## src/rtl/wb_commit.sv

```systemverilog
// rtl/wb_commit.sv - in-order write-back commit queue driving the register-file write port
// Loads hold the queue head until their memory response arrives; busy_mask exposes pending destinations.
module wb_commit #(
    parameter int DEPTH   = 2,
    parameter int WORD    = 32,
    parameter int REG_LOG = 5
) (
    input  logic                      clk,
    input  logic                      rst,
    input  logic                      in_valid,
    output logic                      in_ready,
    input  logic [REG_LOG-1:0]        in_rd,
    input  logic [WORD-1:0]           in_result,
    input  logic [1:0]                in_REG_WB,
    input  logic                      mem_rvalid,
    output logic                      mem_rready,
    input  logic [WORD-1:0]           mem_rdata,
    output logic                      REG_write,
    output logic [REG_LOG-1:0]        REG_write_addr,
    output logic [WORD-1:0]           REG_write_data,
    output logic [(1<<REG_LOG)-1:0]   busy_mask
);

    localparam int PW = (DEPTH > 1) ? $clog2(DEPTH) : 1;

    logic [REG_LOG-1:0] q_rd   [DEPTH];
    logic [WORD-1:0]    q_data [DEPTH];
    logic [DEPTH-1:0]   q_valid;
    logic [DEPTH-1:0]   q_wbit;
    logic [DEPTH-1:0]   q_load;
    logic [PW-1:0]      wr_ptr;
    logic [PW-1:0]      rd_ptr;
    logic [PW:0]        count;

    logic head_present;
    logic head_load;
    logic push;
    logic pop;

    assign head_present = (count != '0);
    assign head_load    = q_load[rd_ptr];
    assign in_ready     = (count < (PW+1)'(DEPTH));
    assign mem_rready   = head_present && head_load;
    assign push         = in_valid && in_ready;
    // A load pops only on its response; a response with no load at the head is ignored.
    assign pop          = head_present && (!head_load || mem_rvalid);

    always_ff @(posedge clk or negedge rst) begin
        if (!rst) begin
            for (int i = 0; i < DEPTH; i++) begin
                q_rd[i]   <= '0;
                q_data[i] <= '0;
            end
            q_valid        <= '0;
            q_wbit         <= '0;
            q_load         <= '0;
            wr_ptr         <= '0;
            rd_ptr         <= '0;
            count          <= '0;
            REG_write      <= 1'b0;
            REG_write_addr <= '0;
            REG_write_data <= '0;
        end else begin
            if (push) begin
                q_rd[wr_ptr]    <= in_rd;
                q_data[wr_ptr]  <= in_result;
                q_wbit[wr_ptr]  <= in_REG_WB[1] && (in_rd != '0);
                q_load[wr_ptr]  <= in_REG_WB[0];
                q_valid[wr_ptr] <= 1'b1;
                wr_ptr          <= wr_ptr + 1'b1;
            end
            // Push never targets the head slot here: push requires a non-full queue.
            if (pop) begin
                q_valid[rd_ptr] <= 1'b0;
                rd_ptr          <= rd_ptr + 1'b1;
                REG_write_addr  <= q_rd[rd_ptr];
                REG_write_data  <= head_load ? mem_rdata : q_data[rd_ptr];
            end
            REG_write <= pop && q_wbit[rd_ptr];
            case ({push, pop})
                2'b10:   count <= count + 1'b1;
                2'b01:   count <= count - 1'b1;
                default: count <= count;
            endcase
        end
    end

    always_comb begin
        busy_mask = '0;
        for (int i = 0; i < DEPTH; i++) begin
            if (q_valid[i] && q_wbit[i]) busy_mask[q_rd[i]] = 1'b1;
        end
        if (REG_write) busy_mask[REG_write_addr] = 1'b1;
        busy_mask[0] = 1'b0;
    end

endmodule

```

## config.mk

```make
export PLATFORM = sky130hd
export DESIGN_NAME = wb_commit
export DESIGN_NICKNAME = d
export VERILOG_FILES = /design/src/rtl/wb_commit.sv
export SDC_FILE = /design/constraint.sdc
export NUM_CORES = 1
export LEC_CHECK = 0
export CAP_MARGIN = 30
export CORE_MARGIN = 3
export CORE_UTILIZATION = 40
export CTS_BUF_LIST = sky130_fd_sc_hd__clkbuf_2
export CTS_CLUSTER_DIAMETER = 40
export DETAILED_ROUTE_END_ITERATION = 10
export PLACE_DENSITY = 0.68
export SKIP_LAST_GASP = 1
export SYNTH_ARGS = -nofsm -noshare
export SYNTH_HDL_FRONTEND = slang
export SYNTH_SLANG_ARGS = --single-unit
```

## constraint.sdc

```tcl
create_clock -name clk -period 1.91 [get_ports clk]
set_input_delay 0.382 -clock clk [delete_from_list [all_inputs] [get_ports clk]]
set_output_delay 0.382 -clock clk [all_outputs]
set_load 0.1 [all_outputs]
```

---- Word level (Yosys, flattened, before mapping) ----
Cells that the tools add are included.
W data, S select, Z words.
word-level totals
  register bits after elaboration ......... 122
  input bits .............................. 75
  output and inout port bits .............. 72
  logic and storage cells ................. 93
cells by class
  add/sub/neg operators ................... 4
  $lt $le $gt $ge ......................... 14
  equal/unequal tests ..................... 2
  muxes and demuxes ....................... 35
  bitwise operators ....................... 7
  reduce and logical (&&, ||, !) cells .... 18
operators by type and width
  operator               number
  $mux W32               8
  $bwmux W64             1
  $or A32 B32 Y32        2
  $demux W32 S1          1
  $mux W5                4
  $lt A5 B6 Y1 const B   3
  $demux W1 S5           3
  $ge A5 B1 Y1 const B   3
  $logic_and A1 B1 Y1    13
  $bwmux W10             1
  $mux W1                9
  $demux W5 S1           1
  $reduce_bool A5 Y1     1
  $bwmux W2              2
  $ge A2 B2 Y1 const B   2
  $lt A1 B2 Y1 const B   2
  $mux W2                2
  $not A1 Y2             2
  $pmux W2 S2            1
  $reduce_bool A2 Y1     2
  $add A1 B1 Y1 const B  2
  $add A2 B1 Y2 const B  1
  $and A2 B2 Y2          1
  $demux W1 S1           2
  other kinds (10)       11

---- Depth between registers and ports, before layout ----
  depth in word-level cells ............... 9
  gate-level depth with buffers ........... 9

---- Worst setup path after synthesis ----
OpenSTA, ideal clock, no wires.
  path kind ............................... reg2out
  from .................................... register REG_write_addr[4]
  to ...................................... output busy_mask[16]
  arrival time ............................ 3.212 ns
  data required time ...................... 1.528 ns
  setup slack ............................. -1.684 ns
  stages on the path, launching flop included .. 4
  path through ............................ dfrtp_1 > clkbuf_1 > or3b_2 > o221ai_1
on the way
  longest elaborated chain between the ends .. 6
RTL lines
  element                                                                    RTL line  RTL
  start: declaration                                                         19        output logic [REG_LOG-1:0] REG_write_addr,
  start signal: assignment                                                   76        REG_write_addr <= q_rd[rd_ptr];
  $lt A5 B6 Y1 (implied by the code) / $ge A5 B1 Y1 (equally long branches)  93        if (REG_write) busy_mask[REG_write_addr] = 1'b1;
  $logic_and A1 B1 Y1 (implied by the code)                                  93
  $mux W1 (implied by the code)                                              93
  $demux W1 S5 (*)                                                           93
  $or A32 B32 Y32 (no source line) (*)                                       --
  $mux W32 (*)                                                               93
  end: declaration                                                           21        output logic [(1<<REG_LOG)-1:0] busy_mask
Mark *: on every way between the ends. The rest lies on a longest branch, timed or not.

---- Worst setup path after layout ----
  from .................................... register q_rd[0] (netlist bit)
  to ...................................... output busy_mask[12]
on the way
  longest elaborated chain between the ends .. 8
RTL lines
  element                                                                    RTL line  RTL
  start: declaration                                                         26        logic [REG_LOG-1:0] q_rd [DEPTH];
  start signal: indexed assignment                                           65        q_rd[wr_ptr] <= in_rd;
  $lt A5 B6 Y1 (implied by the code) / $ge A5 B1 Y1 (equally long branches)  91        if (q_valid[i] && q_wbit[i]) busy_mask[q_rd[i]] = 1'b1;
  $logic_and A1 B1 Y1 (implied by the code)                                  91
  $mux W1 (implied by the code)                                              91
  $demux W1 S5 (*)                                                           91
  $or A32 B32 Y32 (no source line) (*)                                       --
  $mux W32 (*)                                                               91
  $or A32 B32 Y32 (no source line)                                           --
  $mux W32 (*)                                                               93
Marks and branches as above.

==> impl_metrics.py <==
metrics = {
    "outcome": {
        "status": "finished, violations left",
        "violations": "negative setup slack",
    },
    "worst_hold_path": {
        "hold_class": "in -> async",
    },
    "floorplanning": {
        "fp.dieW_um": 132,
        "chipHeight_um": 132,
        "rows": 45,
        "io_pins": 147,
        "start_util_pct": 41.2,
        "coreArea_mm2": 0.0154,
        "die_area_mm2": 0.0174,
    },
    "yosys": {
        "synthesis.nets": 560,
        "syn_inst": 484,
        "yosys.area.top_type": "dfrtp_1",
        "avgSynthCellArea_um2": 13.1,
        "ys_top_cells_by_area": "dfrtp_1, mux2_2, mux2_4",
        "synth-seq-cells": 122,
        "postSynth.asyncResetShare_pct": 100,
        "ys_warn_count": 0,
        "synthTopCellsByCount": "mux2_2, dfrtp_1, buf_2, o21ai_0",
        "syn_area_mm2": 0.00633,
        "ys_seq_area_share_pct": 48.2,
        "synth-edff-count": 0,
        "synth_cell_type_count": 42,
        "yosysTopAreaCellShare_pct": 48.2,
        "synth.most_common_cell": "mux2_2",
        "ys.flop_type": "dfrtp_1",
    },
    "sta": {
        "finalWorstSetupSlack_ns": -0.606,
        "period_needed_ns": 2.52,
        "finalHoldViolations": 0,
        "rsz0062_at_grt": "yes",
        "finalSetupViolCount": 33,
        "fin_tns_setup_ns": -17.03,
        "max_freq_mhz": 397,
        "min_period_over_period_pct": 132,
        "slew_viol_final": 0,
        "skew_ns": 0.0307,
    },
    "final_layout": {
        "final_core_util_pct": 63.9,
        "layout.nets": 770,
        "fin_cells": 916,
        "area_delta_synth_final_pct": 55.2,
        "antenna_cells": 0,
        "drive_gt1_share_pct": 62.7,
    },
    "grt": {
        "busiest_layer": "met2",
        "track_usage_pct": 20.0,
        "globalRouteMet3Util_pct": 6.18,
        "grt_pass1_wl_um": 28100,
        "grt_antenna_before_repair": 0,
        "grt_max_degree": 52,
        "grt_pass1_vias": 5346,
        "gr-usage-met1_pct": 24.6,
        "overflow": 0,
        "grt_util_met2_pct": 34.5,
    },
    "routing": {
        "vias": 4829,
        "drt-total-wl_um": 16900,
        "wire_per_inst_um": 18.5,
        "first_pass_iters": 4,
        "drtIter0Drc": 241,
        "ant_nets": 0,
        "via_per_inst": 5.27,
        "drc_errors": 0,
    },
    "critical_path": {
        "critical_path_class": "reg -> out",
        "arrival_ns": 2.13,
        "end_kind": "primary output",
        "crit_path_max_fanout": 6,
        "start_kind": "flip-flop",
        "cp.required_ns": 1.53,
    },
    "cts": {
        "cts_tree": "done",
        "clk_pin_slew_ns": 0.18,
        "cts_made_buffers": 17,
        "clock_latency_ns": 0.66,
        "cts.path.max_buffers": 2,
        "cts_max_level": 4,
        "root_buffer": "clkbuf_2",
        "clock-sinks": 122,
    },
    "placement": {
        "hpwl_um": 12700,
        "dp.cells": 862,
        "routabilityCongestion": 0.946,
        "port_buffers": 145,
    },
    "flow_run": {
        "maxCapViolations": 0,
    },
}
logic make-up (layout without fill, tap and decap cells):
| family | Yosys count | in the layout | synth area share [%] |
|---|---|---|---|
| adders and majority gates | 1 | 1 | 0.198 |
| xor gates and xnor gates | 5 | 5 | 0.692 |
| DFF | 122 | 122 | 48.2 |
| and+or+nand+nor | 78 | 78 | 7.98 |
| other | 1 | 1 | 0.0592 |
| AOI/OAI and AO/OA | 53 | 53 | 6.24 |
| muxes | 185 | 185 | 33.6 |
| buffers and inverters | 39 | 260 | 2.98 |
worst max-delay path, stage by stage (launching register included):
cell	delay [ns]
dfrtp_2	0.49
buf_4	0.19
or4_4	0.53
o221ai_4	0.09
buf_12	0.20
per-layer routing:
layer  up-vias  part of all wire, %  wire [um]
li1       2232                    -          -
met1      2427                   41       6960
met2       155                   51       8720
met3        15                  6.5       1110
met4         0                 0.94        159
met5         -                    0          0
registers in the layout, indices dropped and copies added, names as in the netlist:
name            cells
q_data             64
REG_write_data     32
q_rd               10
REG_write_addr      5
count               2
q_load              2
q_valid             2
q_wbit              2
REG_write           1
rd_ptr              1
wr_ptr              1
area by class of cell:
cell class	instances	area (um2)
clock buffer	20	100
tap	211	264
fill	1145	5550
multi-input combinational	323	3650
clock inverter	10	104
sequential	122	3080
inverter	5	21.3
timing repair buffer	225	2600
stage by stage:
step                      hold slack (ns)  area (um2)  setup slack (ns)
final                               0.196        9830            -0.606
after global routing                0.117        9830            -0.726
after CTS                           0.109        9710            -0.684
after detailed placement            0.357        9200            0.0243
after global placement              0.354        9200            0.0415
after floorplan                    0.0864        6800            -0.326
final timing paths:
path | start | to | slack [ns] | cells past startpoint
max | q_rd[0] | busy_mask[12] | -0.61 | 4
max reg2reg | rd_ptr | REG_write_data[1] | 0.05 | 5
max in group asynchronous | rst | REG_write_addr[0] | 1.06 | 3
min | rst | q_data[63] | 0.20 | 2
min reg2reg | q_data[46] | q_data[46] | 0.52 | 1
min in group clk | in_result[28] | q_data[60] | 0.34 | 2
placed cells by master, fill, tap and decap left out, drive strengths merged, types with 7 or more instances in the layout:
cell	count
nor2	8
buf	151
clkdlybuf4s50	73
mux2	182
o21ai	16
nand2	14
clkinv	7
a22oi	7
dfrtp	122
o221ai	14
nand3b	12
clkbuf	20
o22a	7
repair_timing:
action | in CTS | in global routing
hold buffers | 1 | 0
buffers inserted | 18 | 5
pin swaps | 9 | 13
endpoints found under the setup margin | 38 | 43
endpoints found under the hold margin | 88 | 0
gates resized for setup | 39 | 21
Power is not shown: default switching activity piles up to over one toggle a cycle in this logic, so the estimate is an artifact.
